`config.mk`:
```
export PLATFORM = sky130hd
export DESIGN_NAME = weight_stream_ctrl_flat
export DESIGN_NICKNAME = d
export VERILOG_FILES = /design/src/rtl/weight_stream_pkg.sv /design/src/rtl/weight_stream_ctrl_if.sv /design/src/rtl/weight_stream_fifo.sv /design/src/rtl/weight_stream_ctrl.sv /design/src/flat_wrapper.sv
export SDC_FILE = /design/constraint.sdc
export NUM_CORES = 1
export LEC_CHECK = 0
export ABC_AREA = 1
export CORE_AREA = 2 2 414 416
export CTS_CLUSTER_SIZE = 8
export DETAILED_ROUTE_END_ITERATION = 8
export DIE_AREA = 0 0 416 418
export MAX_ROUTING_LAYER = met4
export PLACE_DENSITY_LB_ADDON = 0.1
export SLEW_MARGIN = 20
export SYNTH_ARGS = -nofsm -noshare
export SYNTH_HDL_FRONTEND = slang
export SYNTH_HIERARCHICAL = 1
export SYNTH_SLANG_ARGS = --single-unit
export TNS_END_PERCENT = 20
```
`constraint.sdc`:
```
create_clock -name clk -period 27.8 [get_ports clk]
set_input_delay 5.56 -clock clk [delete_from_list [all_inputs] [get_ports clk]]
set_output_delay 5.56 -clock clk [all_outputs]
set_load 0.02 [all_outputs]
```
`src/rtl/weight_stream_pkg.sv`:
```
// weight_stream_pkg: shared FSM state type and parameter defaults for the weight streamer
package weight_stream_pkg;
  localparam int DATA_WIDTH_DEF   = 512;
  localparam int DEPTH_DEF        = 576;
  localparam int READ_LATENCY_DEF = 2;
  localparam int FIFO_DEPTH_DEF   = 4;
  localparam int PASS_WIDTH_DEF   = 8;
  typedef enum logic [1:0] {IDLE, STREAM, DRAIN, DONE} state_t;
endpackage

```
`src/rtl/weight_stream_ctrl_if.sv`:
```
// weight_stream_ctrl_if: valid/ready output beat stream of the weight streamer
interface weight_stream_ctrl_if
  import weight_stream_pkg::*;
#(
  parameter int DATA_WIDTH = DATA_WIDTH_DEF
);
  logic [DATA_WIDTH-1:0] data_out;
  logic                  data_out_valid;
  logic                  data_out_ready;
  modport master (output data_out, data_out_valid, input data_out_ready);
  modport slave (input data_out, data_out_valid, output data_out_ready);
endinterface

```
`src/rtl/weight_stream_fifo.sv`:
```
// weight_stream_fifo: synchronous FIFO with head-word output and occupancy count, no write-to-read bypass
module weight_stream_fifo #(
  parameter  int WIDTH = 512,
  parameter  int DEPTH = 4,
  localparam int AW    = DEPTH > 1 ? $clog2(DEPTH) : 1,
  localparam int CW    = $clog2(DEPTH + 1)
) (
  input  logic             clk,
  input  logic             rst,
  input  logic             wr_en,
  input  logic [WIDTH-1:0] wr_data,
  input  logic             rd_en,
  output logic [WIDTH-1:0] rd_data,
  output logic [CW-1:0]    count
);
  logic [WIDTH-1:0] mem [DEPTH];
  logic [AW-1:0]    wr_ptr, rd_ptr;
  logic             wr, rd;
  assign rd      = rd_en && count != '0;
  assign wr      = wr_en && (count != CW'(DEPTH) || rd);
  assign rd_data = mem[rd_ptr];
  always_ff @(posedge clk) begin
    if (rst) begin
      wr_ptr <= '0;
      rd_ptr <= '0;
      count  <= '0;
    end else begin
      if (wr) wr_ptr <= wr_ptr == AW'(DEPTH - 1) ? '0 : wr_ptr + AW'(1);
      if (rd) rd_ptr <= rd_ptr == AW'(DEPTH - 1) ? '0 : rd_ptr + AW'(1);
      count <= count + CW'(wr) - CW'(rd);
    end
  end
  always_ff @(posedge clk) if (wr) mem[wr_ptr] <= wr_data;
endmodule

```
`src/rtl/weight_stream_ctrl.sv`:
```
// weight_stream_ctrl: sweeps a pipelined ROM num_passes times and streams words out in address order
module weight_stream_ctrl
  import weight_stream_pkg::*;
#(
  parameter int DATA_WIDTH   = DATA_WIDTH_DEF,
  parameter int DEPTH        = DEPTH_DEF,
  parameter int ADDR_WIDTH   = $clog2(DEPTH) + 1,
  parameter int READ_LATENCY = READ_LATENCY_DEF,
  parameter int FIFO_DEPTH   = FIFO_DEPTH_DEF,
  parameter int PASS_WIDTH   = PASS_WIDTH_DEF
) (
  input  logic                  clk,
  input  logic                  rst,
  input  logic                  start,
  input  logic [PASS_WIDTH-1:0] num_passes,
  output logic                  busy,
  output logic                  done,
  output logic [ADDR_WIDTH-1:0] rom_addr,
  output logic                  rom_ce,
  input  logic [DATA_WIDTH-1:0] rom_q,
  weight_stream_ctrl_if.master  dout
);
  localparam int CW = $clog2(FIFO_DEPTH + 1);
  state_t                  state;
  logic [PASS_WIDTH-1:0]   passes_left;
  logic [READ_LATENCY-1:0] tags;
  logic [CW-1:0]           fifo_count;
  logic                    credit, issue, last_addr;
  // every in-flight read already owns a FIFO slot, so the FIFO can never overflow
  assign credit    = int'(fifo_count) + $countones(tags) < FIFO_DEPTH;
  assign issue     = state == STREAM && credit;
  assign last_addr = rom_addr == ADDR_WIDTH'(DEPTH - 1);
  always_ff @(posedge clk) begin
    if (rst) begin
      state       <= IDLE;
      rom_addr    <= '0;
      passes_left <= '0;
      tags        <= '0;
      busy        <= 1'b0;
      done        <= 1'b0;
      rom_ce      <= 1'b0;
    end else begin
      tags <= READ_LATENCY'({tags, issue});
      case (state)
        IDLE: if (start) begin
          state       <= num_passes == '0 ? DONE : STREAM;
          passes_left <= num_passes;
          rom_addr    <= '0;
          busy        <= 1'b1;
          rom_ce      <= num_passes != '0;
          done        <= num_passes == '0;
        end
        STREAM: if (issue) begin
          rom_addr <= last_addr ? '0 : rom_addr + ADDR_WIDTH'(1);
          if (last_addr) passes_left <= passes_left - PASS_WIDTH'(1);
          if (last_addr && passes_left == PASS_WIDTH'(1)) state <= DRAIN;
        end
        DRAIN: if (tags == '0 && fifo_count == '0) begin
          state  <= DONE;
          done   <= 1'b1;
          rom_ce <= 1'b0;
        end
        DONE: begin
          state <= IDLE;
          done  <= 1'b0;
          busy  <= 1'b0;
        end
      endcase
    end
  end
  assign dout.data_out_valid = fifo_count != '0;
  weight_stream_fifo #(.WIDTH(DATA_WIDTH), .DEPTH(FIFO_DEPTH)) u_fifo (
    .clk     (clk),
    .rst     (rst),
    .wr_en   (tags[READ_LATENCY-1]),
    .wr_data (rom_q),
    .rd_en   (dout.data_out_ready),
    .rd_data (dout.data_out),
    .count   (fifo_count)
  );
endmodule

```
`src/flat_wrapper.sv`:
```
// flat-port wrapper written by rule: the top's interface ports become plain ports
module weight_stream_ctrl_flat import weight_stream_pkg::*;
#(
  parameter int DATA_WIDTH   = DATA_WIDTH_DEF,
  parameter int DEPTH        = DEPTH_DEF,
  parameter int ADDR_WIDTH   = $clog2(DEPTH) + 1,
  parameter int READ_LATENCY = READ_LATENCY_DEF,
  parameter int FIFO_DEPTH   = FIFO_DEPTH_DEF,
  parameter int PASS_WIDTH   = PASS_WIDTH_DEF
)
  (clk, rst, start, num_passes, busy, done, rom_addr, rom_ce, rom_q, dout_data_out, dout_data_out_valid, dout_data_out_ready);
  weight_stream_ctrl_if #(.DATA_WIDTH(DATA_WIDTH)) dout_i ();
  input  logic clk;
  input  logic rst;
  input  logic start;
  input  logic [PASS_WIDTH-1:0] num_passes;
  output logic busy;
  output logic done;
  output logic [ADDR_WIDTH-1:0] rom_addr;
  output logic rom_ce;
  input  logic [DATA_WIDTH-1:0] rom_q;
  output wire logic [$bits(dout_i.data_out)-1:0] dout_data_out;
  output wire logic [$bits(dout_i.data_out_valid)-1:0] dout_data_out_valid;
  input wire logic [$bits(dout_i.data_out_ready)-1:0] dout_data_out_ready;
  assign dout_data_out = dout_i.data_out;
  assign dout_data_out_valid = dout_i.data_out_valid;
  assign dout_i.data_out_ready = dout_data_out_ready;
  weight_stream_ctrl #(.DATA_WIDTH(DATA_WIDTH), .DEPTH(DEPTH), .ADDR_WIDTH(ADDR_WIDTH), .READ_LATENCY(READ_LATENCY), .FIFO_DEPTH(FIFO_DEPTH), .PASS_WIDTH(PASS_WIDTH)) u_core (.clk(clk), .rst(rst), .start(start), .num_passes(num_passes), .busy(busy), .done(done), .rom_addr(rom_addr), .rom_ce(rom_ce), .rom_q(rom_q), .dout(dout_i));
endmodule
```
==> results by group <==
Status
  • Status: finished, final reports clean

Hold path
  • Worst Hold Class: register to register

Pwr
  • PD cells: just over 100 mW/mm²
  • Peak VDD IR: 0.08049 mV
  • Static Leakage: 0.03193 µW

Critical path
  • Critical path startpoint category: register
  • Worst setup path category: register to primary output
  • Biggest cell delay along the critical path: 0.95 ns
  • Buf+Inv Stages, Crit Path: 5
  • Worst setup EP type: primary output
  • Req. time, crit path: 22.24 ns
  • Crit path top cell by count: buf_4
  • Crit-path slowest cell: buf_4
  • CP arrival: 6.02 ns
  • Top Family by Delay on Critical Path: buffers and inverters
  • Worst-path cell chain: clkinv_16 > buf_4 > buf_4 > buf_4 > o21ai_0 > o22ai_1 > clkdlybuf4s50_1
  • Critical path peak fanout: 415

STA
  • Slew headroom: 17.52%
  • Max-slew violations: 0
  • Final setup vio count: 0
  • Fin. Hold Viols: 0
  • Tcrit/Tclk final: 41.64%
  • Final setup TNS: 0 ns
  • Slew at the pin closest to its max-slew limit: between 1 and 1.5 ns
  • Unrepaired setup endpoints after global routing: no
  • F_max: 0.08639 GHz
  • Period minus WS final: 11.58 ns
  • Layout Skew: roughly 0.035 ns

Final layout
  • Fin nets: 6896
  • Final Instance Area: 0.09809 mm²
  • Area Overhead vs Synth: 26.27%
  • Layout cells sized above 1: roughly 6.4%
  • Fill count: 13180

Synth
  • Post-synthesis register bit count: between 2000 and 2500
  • Mapped Area: 0.07768 mm²
  • Synthesized area per cell: 14.71 µm²
  • YS warnings: 6
  • Mapped Cells: 5280
  • Register area share after synthesis: between 80% and 90%
  • Syn Nets: between 5000 and 6000
  • Post-synth cell types: 35

Clocking
  • CTS resizes: 0
  • Clk buf depth: 4
  • H-tree Lvls: 5
  • Hold-fix buffers, CTS: 0
  • Worst skew pair latency: approximately 0.91 ns
  • CTS root buf: clkbuf_16
  • Clk slew on worst S/H paths: 0.05 ns
  • TritonCTS Buffers: 310
  • Setup Buffers After CTS: 0
  • # clock sinks: ~2100
  • CTS tree: yes

Routing
  • DR WL met3: 17150 µm
  • Initial DRC count: 3498
  • Max Used Layer: met4
  • Drt drc: 0
  • Vias after detailed routing: ~48000
  • Total wire length: ~220000 µm
  • Wirelength per Cell: 24.86 µm
  • Metal-1 WL: 81670 µm
  • Vias per cell: 5.505
  • Post-route ant nets: 0
  • Met2 WL: around 110000 µm
  • Drt first pass iters: 5

Die
  • Initial Utilization: between 40 and 50%
  • Core area: ~0.17 mm²
  • Die ar.: ~0.17 mm²
  • Die Width: 416 µm
  • Top Ports: 1051
  • Die Ht: 418 µm
  • Rows: between 150 and 200

Place
  • Post-DP HPWL: 127700 µm
  • GPL Wtd Cong: around 0.84
  • Buffers on Ports: roughly 1100
  • Post-DP Area: 0.08970 mm²

Job
  • Max_cap viols: 0

Global routing
  • Largest net degree at the start of global routing: 416
  • Grt ovf: 0
  • GRT Overall Usage: 24.86%
  • Number of global-route vias before repair: 46030
  • First-pass GRT wire length: 310200 µm
  • Initial antenna violation count: 101
-- metal layers --
metal,vias up,global-route usage [%]
met5,-,-
met4,0,14.22
met2,1554,38.60
li1,22110,-
met3,444,8.147
met1,23760,28.39
-- worst paths after layout --
| path | start | to | slack [ns] | cells after the start |
|---|---|---|---|---|
| max | register | dout_data_out[68] | 16.22 | 7 |
| min | u_core/tags[0] | u_core/tags[1] | 0.45 | 2 |
| max reg2reg | u_core/u_fifo/count[1] | u_core/u_fifo/mem[1][103] | 22.27 | 9 |
| min reg2reg | u_core/tags[0] | u_core/tags[1] | 0.45 | 2 |
-- logic make-up (layout without fill, tap and decap cells) --
logic type	after synthesis	after routing	share of synthesized area [%]
other cells	0	91	0
fa+ha+maj	16	16	0.2674
compound gates	1577	1577	11.01
buf+inv	396	1502	2.663
simple gates	1206	1206	5.960
xor+xnor	2	2	0.02255
flops	2083	2083	80.07
-- metrics by stage --
stage          hold slack, ns  setup WS, ns  utilization (%)  std cells  total power, µW
6_report               0.4546         16.22            58.01       8695             9992
4_1_cts                0.4582         16.25            57.85       8603            10090
3_3_place_gp           0.4394         16.63            53.05       8261             6819
2_1_floorplan          0.4205       -0.6104                -       5280             5362
5_1_grt                0.4835         15.96            58.00       8691            10390
3_5_place_dp           0.4465         16.64            53.05       8261             6829
-- synthesized netlist by cell type (all sizes together) --
cell | instances | area (µm²)
a211oi | 1 | 7.510
a21boi | 1 | 7.510
a21oi | 18 | 97.60
a31oi | 1 | 6.260
buf | 137 | 1086
clkbuf | 208 | 780.8
dfxtp | 35 | 700.7
edfxtp | 2048 | 61500
fa | 1 | 20.02
ha | 15 | 187.7
inv | 51 | 201.4
nand2 | 80 | 317.8
nand3 | 25 | 125.1
nand3b | 1 | 7.510
nand4 | 7 | 43.79
nor2 | 1085 | 4088
nor3 | 6 | 35.03
o21ai | 1043 | 5228
o22ai | 513 | 3209
or2 | 2 | 12.51
xor2 | 2 | 17.52
-- cell usage in the layout (no fill, tap or decap), drive strengths merged --
cell,instances
diode,91
fa,1
dfxtp,35
inv,55
xor2,2
a211oi,1
ha,15
edfxtp,2048
a21oi,18
buf,59
clkinv,2
a21boi,1
clkdlybuf4s50,1050
nand4,7
or2,2
o22ai,513
a31oi,1
nand2,80
o21ai,1043
nor2,1085
nand3,25
clkbuf,335
nor3,6
bufinv,1
nand3b,1
-- final cells by class --
cell class	instances	area, µm²	share of cell area (%)
Sequential cell	2083	62210	63.42
Multi-Input combinational cell	2801	13440	13.70
Timing Repair Buffer	1109	11080	11.29
Clock buffer	335	8043	8.200
Tap cell	2218	2775	2.829
Inverter	51	232.7	0.2373
Antenna cell	91	227.7	0.2322
Clock inverter	7	82.58	0.08419
-- flip-flops by register name, indices dropped and copies added (netlist names), named ones only --
| signal | count |
|---|---|
| u_core/u_fifo/mem | 2048 |
| u_core/done | 1 |
| u_core/tags | 2 |
| u_core/u_fifo/rd_ptr | 2 |
| u_core/passes_left | 8 |
| u_core/rom_addr | 11 |
| u_core/u_fifo/count | 3 |
| u_core/busy | 1 |
| u_core/state | 2 |
| u_core/u_fifo/wr_ptr | 2 |
| u_core/rom_ce | 1 |
-- worst register-to-register path, cell delays in order (launching register included) --
cell and delay, ns:
dfxtp_1 0.44, nor2_1 0.12, nand2_1 0.15, nand2_1 0.27
nor2_4 0.15, buf_4 0.75, buf_4 0.76, buf_4 0.75
buf_4 0.79, buf_4 0.88
-- where the power goes --
part           leakage [µW]  internal (µW)  switching (µW)
combinational       0.00922           1150            2020
sequential           0.0187           3550            31.2
clock               0.00399           2010            1220
total                0.0319           6710            3280
Note: power is estimated with default switching activity, not from simulation.
